<file path="src/rtl/hilo_muldiv.sv">
// HI/LO register pair with a multi-cycle multiply (fixed latency) and a radix-2 restoring divider.
// MTHI/MTLO take one edge; multiply/divide hold busy until completion, and flush abandons them.
module hilo_muldiv #(
  parameter int WIDTH   = 32,
  parameter int MUL_LAT = 3
) (
  input  logic             clk,
  input  logic             resetn,
  input  logic             req_valid,
  output logic             req_ready,
  input  logic [2:0]       req_op,
  input  logic [WIDTH-1:0] req_a,
  input  logic [WIDTH-1:0] req_b,
  input  logic             flush,
  output logic             busy,
  output logic [WIDTH-1:0] hi,
  output logic [WIDTH-1:0] lo
);

  localparam int CW = $clog2(WIDTH + MUL_LAT + 1);

  localparam logic [2:0] OP_MTHI  = 3'd0;
  localparam logic [2:0] OP_MTLO  = 3'd1;
  localparam logic [2:0] OP_MULT  = 3'd2;
  localparam logic [2:0] OP_MULTU = 3'd3;
  localparam logic [2:0] OP_DIV   = 3'd4;
  localparam logic [2:0] OP_DIVU  = 3'd5;

  typedef enum logic [1:0] {S_IDLE, S_MUL, S_DIV} state_t;

  state_t           state, state_nxt;
  logic [CW-1:0]    cnt;
  logic [WIDTH-1:0] op_a;     // raw rs; also the HI value for divide-by-zero
  logic [WIDTH-1:0] op_b;     // multiplier, or divisor magnitude while dividing
  logic [WIDTH-1:0] rem;
  logic [WIDTH-1:0] quo;      // dividend magnitude shifting out, quotient shifting in
  logic             mul_signed, q_neg, r_neg, div_zero;

  logic             accept, done;
  logic [2*WIDTH-1:0] ext_a, ext_b, prod;
  logic [WIDTH:0]   shifted, diff;
  logic             step_ok;
  logic [WIDTH-1:0] rem_step, quo_step, q_fix, r_fix;
  logic             a_neg, b_neg;

  assign busy      = (state != S_IDLE);
  assign req_ready = !busy;
  assign accept    = req_valid && req_ready && !flush;
  assign done      = busy && !flush && (cnt == '0);

  always_comb begin
    state_nxt = state;
    case (state)
      S_IDLE: begin
        if (accept && (req_op == OP_MULT || req_op == OP_MULTU)) state_nxt = S_MUL;
        if (accept && (req_op == OP_DIV  || req_op == OP_DIVU))  state_nxt = S_DIV;
      end
      S_MUL, S_DIV: begin
        if (flush || cnt == '0) state_nxt = S_IDLE;
      end
      default: state_nxt = S_IDLE;
    endcase
  end

  // Full-width product: sign- or zero-extend to 2*WIDTH so the modular product is exact.
  always_comb begin
    ext_a = mul_signed ? {{WIDTH{op_a[WIDTH-1]}}, op_a} : {{WIDTH{1'b0}}, op_a};
    ext_b = mul_signed ? {{WIDTH{op_b[WIDTH-1]}}, op_b} : {{WIDTH{1'b0}}, op_b};
    prod  = ext_a * ext_b;
  end

  always_comb begin
    shifted  = {rem, quo[WIDTH-1]};
    diff     = shifted - {1'b0, op_b};
    step_ok  = !diff[WIDTH];
    rem_step = step_ok ? diff[WIDTH-1:0] : shifted[WIDTH-1:0];
    quo_step = {quo[WIDTH-2:0], step_ok};
    q_fix    = q_neg ? -quo_step : quo_step;
    r_fix    = r_neg ? -rem_step : rem_step;
    a_neg    = (req_op == OP_DIV) && req_a[WIDTH-1];
    b_neg    = (req_op == OP_DIV) && req_b[WIDTH-1];
  end

  always_ff @(posedge clk) begin
    if (!resetn) begin
      state      <= S_IDLE;
      cnt        <= '0;
      op_a       <= '0;
      op_b       <= '0;
      rem        <= '0;
      quo        <= '0;
      mul_signed <= 1'b0;
      q_neg      <= 1'b0;
      r_neg      <= 1'b0;
      div_zero   <= 1'b0;
      hi         <= '0;
      lo         <= '0;
    end else begin
      state <= state_nxt;
      if (accept) begin
        case (req_op)
          OP_MTHI: hi <= req_a;
          OP_MTLO: lo <= req_a;
          OP_MULT, OP_MULTU: begin
            op_a       <= req_a;
            op_b       <= req_b;
            mul_signed <= (req_op == OP_MULT);
            cnt        <= CW'(MUL_LAT - 1);
          end
          OP_DIV, OP_DIVU: begin
            op_a     <= req_a;
            op_b     <= b_neg ? -req_b : req_b;
            quo      <= a_neg ? -req_a : req_a;
            rem      <= '0;
            q_neg    <= a_neg ^ b_neg;
            r_neg    <= a_neg;
            div_zero <= (req_b == '0);
            cnt      <= CW'(WIDTH - 1);
          end
          default: ;
        endcase
      end
      if (state == S_MUL) begin
        cnt <= cnt - 1'b1;
        if (done) {hi, lo} <= prod;
      end
      if (state == S_DIV) begin
        cnt <= cnt - 1'b1;
        rem <= rem_step;
        quo <= quo_step;
        if (done) begin
          lo <= div_zero ? {WIDTH{1'b1}} : q_fix;
          hi <= div_zero ? op_a : r_fix;
        end
      end
    end
  end

endmodule
</file>
<file path="config.mk">
export PLATFORM = sky130hd
export DESIGN_NAME = hilo_muldiv
export DESIGN_NICKNAME = d
export VERILOG_FILES = /design/src/rtl/hilo_muldiv.sv
export SDC_FILE = /design/constraint.sdc
export NUM_CORES = 2
export LEC_CHECK = 0
export ABC_AREA = 1
export CORE_MARGIN = 2
export CORE_UTILIZATION = 60
export CTS_CLUSTER_DIAMETER = 80
export DETAILED_ROUTE_END_ITERATION = 8
export PLACE_DENSITY = 0.77
export REMOVE_ABC_BUFFERS = 1
export SKIP_LAST_GASP = 1
export SLEW_MARGIN = 5
export SYNTH_ARGS = -nofsm -noshare
export SYNTH_HDL_FRONTEND = slang
export SYNTH_SLANG_ARGS = --single-unit
export TNS_END_PERCENT = 5
</file>
<file path="constraint.sdc">
create_clock -name clk -period 21.7 [get_ports clk]
set_clock_uncertainty 0.2 [all_clocks]
set_input_delay 4.34 -clock clk [delete_from_list [all_inputs] [get_ports clk]]
set_output_delay 4.34 -clock clk [all_outputs]
set_load 0.1 [all_outputs]
</file>
==> flow_results.xml <==
<?xml version="1.0" encoding="UTF-8"?>
<metrics>
  <group name="pwr">
    <metric name="p_leak" unit="nW">39.2</metric>
    <metric name="share_seq_of_total_power" unit="%">21.9</metric>
    <metric name="power.switching_fraction" unit="%">48.4</metric>
    <metric name="power.share.combinational" unit="%">50.9</metric>
    <metric name="power_report.internal_total" unit="mW">0.941</metric>
    <metric name="power.net_switching" unit="mW">0.881</metric>
    <metric name="p_per_area" unit="nW/um^2">26.9</metric>
    <metric name="design_power_total" unit="mW">1.82</metric>
    <metric name="power.clock.fraction" unit="%">27.1</metric>
    <metric name="peakVddDrop" unit="V">0.0000626</metric>
  </group>
  <group name="placed_design">
    <metric name="count_of_port_buffers_added_during_placement" unit="">136</metric>
    <metric name="placer_congestion" unit="">1.02</metric>
    <metric name="placement.setup.worst_slack" unit="ns">11.33</metric>
    <metric name="postPlaceCellArea" unit="um^2">66800</metric>
    <metric name="hpwl" unit="um">179000</metric>
  </group>
  <group name="synthesis">
    <metric name="syn-cell-area" unit="um^2">64300</metric>
    <metric name="synth_warnings" unit="">0</metric>
    <metric name="synth_cell_types" unit="">53</metric>
    <metric name="postSynthRegisterBits" unit="">204</metric>
    <metric name="ys_seq_area_share" unit="%">6.35</metric>
    <metric name="number_of_synthesized_flops_with_an_enable_pin" unit="">0</metric>
    <metric name="syn-mean-instance-area" unit="um^2">7.55</metric>
    <metric name="synthCells" unit="">8522</metric>
    <metric name="async_flop_share" unit="%">0</metric>
    <metric name="most_used_flip_flop_cell_after_synthesis" unit="">sky130_fd_sc_hd__dfxtp_1</metric>
  </group>
  <group name="layout">
    <metric name="finalInstanceArea" unit="um^2">67700</metric>
    <metric name="finish.net_count" unit="">10200</metric>
    <metric name="post_route_cells_drive_above_1_share" unit="%">2.90</metric>
    <metric name="fillerInstances" unit="">9513</metric>
    <metric name="syn2layout_area_growth" unit="%">5.25</metric>
  </group>
  <group name="die">
    <metric name="starting_density_of_the_core" unit="%">60.3</metric>
    <metric name="fp-row-count" unit="">120</metric>
    <metric name="floorplan.io_pins" unit="">137</metric>
    <metric name="floorplan.core_area" unit="um^2">107000</metric>
    <metric name="die_h" unit="um">331</metric>
    <metric name="die_area" unit="um^2">110000</metric>
    <metric name="die_x" unit="um">331</metric>
  </group>
  <group name="critical_path">
    <metric name="crit_path_start_kind" unit="">register</metric>
    <metric name="cpPeakStageDelay" unit="ns">0.91</metric>
    <metric name="cp_max_fo" unit="">16</metric>
    <metric name="required_time_reported_for_the_critical_path_endpoint" unit="ns">21.99</metric>
    <metric name="critPathArrivalTime" unit="ns">10.76</metric>
    <metric name="critical-path-top-cell-by-count" unit="">sky130_fd_sc_hd__fa_1</metric>
    <metric name="worst-r2r-cell-count" unit="">32</metric>
    <metric name="worstSetupEndpointType" unit="">register</metric>
    <metric name="critical_path.slowest_cell" unit="">sky130_fd_sc_hd__fa_1</metric>
    <metric name="timing.setup.critical_path_class" unit="">register to register</metric>
    <metric name="regToRegSetupSlack" unit="ns">11.23</metric>
  </group>
  <group name="min_path">
    <metric name="timing.hold.worst_path_depth" unit="">2</metric>
    <metric name="hold_path.class" unit="">register to register</metric>
  </group>
  <group name="detailed_routing">
    <metric name="detailedRoute.firstPassIterationCount" unit="">6</metric>
    <metric name="totalWireLength" unit="um">222000</metric>
    <metric name="wl_per_cell" unit="um">22.6</metric>
    <metric name="number_of_violations_reported_at_the_end_of_detailed_routing_iteration_0" unit="">5249</metric>
    <metric name="drc" unit="">0</metric>
    <metric name="viasPerCell" unit="">5.58</metric>
    <metric name="vias" unit="">54900</metric>
    <metric name="antenna_violating_nets_post_route" unit="">0</metric>
  </group>
  <group name="clock_network">
    <metric name="cts_tree" unit="">done</metric>
    <metric name="cts.reportedPaths.clkPinSlew" unit="ns">0.06</metric>
    <metric name="cts_hold_buffers" unit="">0</metric>
    <metric name="post-cts-setup-buffers" unit="">0</metric>
    <metric name="cts_made_buffers" unit="">27</metric>
    <metric name="htree_num_levels" unit="">1</metric>
    <metric name="clock-sinks" unit="">204</metric>
    <metric name="source_to_sink_clock_delay_at_the_later_pin_of_the_worst_skew_pair" unit="ns">0.57</metric>
    <metric name="ctsRootBufferMaster" unit="">sky130_fd_sc_hd__clkbuf_16</metric>
    <metric name="cts-resized-gates" unit="">0</metric>
    <metric name="cts_max_path_buffers" unit="">3</metric>
  </group>
  <group name="global_routing">
    <metric name="first_pass_grt_wire_length" unit="um">342000</metric>
    <metric name="antenna_found_initial" unit="">3</metric>
    <metric name="grt_start_max_net_pins" unit="">73</metric>
    <metric name="grt-ovfl-total" unit="">0</metric>
    <metric name="grt_pass1_vias" unit="">57300</metric>
    <metric name="total_routing_usage_reported_by_global_routing" unit="%">41.5</metric>
  </group>
  <group name="sta">
    <metric name="final.setup.worst_slack" unit="ns">11.23</metric>
    <metric name="worst-slew-pin-transition" unit="ns">1.16</metric>
    <metric name="finalHoldViolCount" unit="">0</metric>
    <metric name="totalNegativeSetupSlack" unit="ns">0</metric>
    <metric name="timing.slew.headroom" unit="%">22.3</metric>
    <metric name="min_period_over_period" unit="%">48.3</metric>
    <metric name="clock.fmax" unit="MHz">95.5</metric>
    <metric name="setup_viol" unit="">0</metric>
    <metric name="maxSlewViolCount" unit="">0</metric>
    <metric name="rsz_0062_raised_after_global_routing" unit="">false</metric>
    <metric name="shortest_clock_period_the_worst_path_allows_after_layout" unit="ns">10.47</metric>
    <metric name="timing.hold.ws" unit="ns">0.274</metric>
  </group>
  <group name="flow_run">
    <metric name="timing.max_cap.violations" unit="">0</metric>
  </group>
  <group name="run_status">
    <metric name="run_status" unit="">complete, no violations</metric>
  </group>
</metrics>
[metrics by stage]
stage	instances	util (%)
after floorplan	8145	-
after global placement	9782	62.5
after detailed placement	9782	62.5
after CTS	9830	63.4
after global routing	9830	63.4
final	9831	63.4
[worst max-delay path, delay by kind of cell (launching register included)]
kind,cells,cell delay (ns)
AO/OA/AOI/OAI,8,1.49
AND/OR/NAND/NOR,5,0.80
adder cells (fa/ha/maj),11,6.04
buffers and inverters,8,1.48
flip-flops,1,0.35
[routing by layer]
metal	vias to the layer above	track usage [%]	routed length (um)
li1	24200	-	-
met1	26900	54.5	84500
met2	3058	65.1	98700
met3	744	6.89	21200
met4	4	24.6	17500
met5	-	0	26
[layout by cell type, fill, tap and decap left out, types with 5 or more instances in the layout]
master                               n
sky130_fd_sc_hd__inv_2               6
sky130_fd_sc_hd__clkbuf_1            7
sky130_fd_sc_hd__a31oi_1            67
sky130_fd_sc_hd__nor2_1            373
sky130_fd_sc_hd__nand3b_1            6
sky130_fd_sc_hd__dfxtp_2            11
sky130_fd_sc_hd__a21oi_1           313
sky130_fd_sc_hd__o21ai_0           259
sky130_fd_sc_hd__nand4_1            30
sky130_fd_sc_hd__a211oi_1           11
sky130_fd_sc_hd__clkbuf_16          27
sky130_fd_sc_hd__clkdlybuf4s50_1   133
sky130_fd_sc_hd__a221oi_1            9
sky130_fd_sc_hd__xnor2_1            50
sky130_fd_sc_hd__ha_1              347
sky130_fd_sc_hd__buf_4             101
sky130_fd_sc_hd__o221ai_1           18
sky130_fd_sc_hd__nor2_2             13
sky130_fd_sc_hd__nor3_1             40
sky130_fd_sc_hd__a21o_1             16
sky130_fd_sc_hd__nand3_2             6
sky130_fd_sc_hd__or2_2              32
sky130_fd_sc_hd__o21ai_1             7
sky130_fd_sc_hd__o21a_1              6
sky130_fd_sc_hd__o21bai_1           19
sky130_fd_sc_hd__fa_1             1420
sky130_fd_sc_hd__o211ai_1           38
sky130_fd_sc_hd__xor2_1             95
sky130_fd_sc_hd__dfxtp_1           193
sky130_fd_sc_hd__inv_1            2536
sky130_fd_sc_hd__nand2_2            17
sky130_fd_sc_hd__nand3_1           174
sky130_fd_sc_hd__nand2_1          1978
sky130_fd_sc_hd__clkbuf_8            5
sky130_fd_sc_hd__nor4_1             13
[path summary, 6_finish.rpt]
path                    from  endpoint
hold reg to reg       cnt[0]    cnt[0]
setup reg to reg  mul_signed    hi[28]
hold / removal        cnt[0]    cnt[0]
setup / recovery  mul_signed    hi[28]
[cell families (layout without fill, tap and decap cells)]
| kind of cell | count (synthesis) | count (layout) | synth area share [%] |
|---|---|---|---|
| simple gates | 2698 | 2698 | 16.8 |
| compound gates | 781 | 781 | 6.80 |
| xor+xnor | 145 | 145 | 1.97 |
| flops | 204 | 204 | 6.35 |
| buf+inv | 2924 | 2829 | 17.1 |
| other cells | 0 | 1 | 0 |
| fa+ha+maj | 1768 | 1768 | 51.0 |
| mux | 2 | 2 | 0.0331 |
[Yosys cell counts (7+ instances only)]
cell type,count,area (um^2)
sky130_fd_sc_hd__a211oi_1,11,82.6
sky130_fd_sc_hd__a21o_1,16,120
sky130_fd_sc_hd__a21oi_1,313,1570
sky130_fd_sc_hd__a221oi_1,9,78.8
sky130_fd_sc_hd__a31oi_1,67,419
sky130_fd_sc_hd__buf_1,10,37.5
sky130_fd_sc_hd__buf_2,8,40.0
sky130_fd_sc_hd__clkbuf_1,355,1330
sky130_fd_sc_hd__dfxtp_1,204,4080
sky130_fd_sc_hd__fa_1,1420,28400
sky130_fd_sc_hd__ha_1,348,4350
sky130_fd_sc_hd__inv_1,2536,9520
sky130_fd_sc_hd__nand2_1,1980,7430
sky130_fd_sc_hd__nand2_2,15,93.8
sky130_fd_sc_hd__nand3_1,174,871
sky130_fd_sc_hd__nand4_1,30,188
sky130_fd_sc_hd__nor2_1,377,1420
sky130_fd_sc_hd__nor2_2,11,68.8
sky130_fd_sc_hd__nor3_1,41,205
sky130_fd_sc_hd__nor4_1,13,81.3
sky130_fd_sc_hd__o211ai_1,38,285
sky130_fd_sc_hd__o21ai_0,259,1300
sky130_fd_sc_hd__o21ai_1,7,35.0
sky130_fd_sc_hd__o21bai_1,19,143
sky130_fd_sc_hd__o221ai_1,18,158
sky130_fd_sc_hd__or2_2,32,200
sky130_fd_sc_hd__xnor2_1,50,438
sky130_fd_sc_hd__xor2_1,95,832
[power by group through the flow]
| stage | Combinational, mW | Sequential (mW) | Clock, mW |
|---|---|---|---|
| after floorplan | 0.508 | 0.456 | 0 |
| after global placement | 0.893 | 0.407 | 0 |
| after detailed placement | 0.899 | 0.407 | 0 |
| after CTS | 0.906 | 0.399 | 0.491 |
| after global routing | 1.00 | 0.400 | 0.507 |
| final | 0.928 | 0.399 | 0.495 |
[state kept, by name (all words and copies together) (netlist names), 2 cells and up]
name,count
state,2
op_b,32
cnt,6
hi,32
op_a,32
rem,32
lo,32
quo,32
[cell type report]
class	instances	area, um^2	share of cell area (%)
clock inverter	9	159	0.235
antenna	1	2.50	0.00370
multi-input combinational	5394	49300	72.8
clock buffer	39	771	1.14
timing repair buffer	234	2090	3.09
sequential	204	4100	6.05
inverter	2547	9560	14.1
tap	1403	1760	2.59
Note: power is estimated with default switching activity, not from simulation.
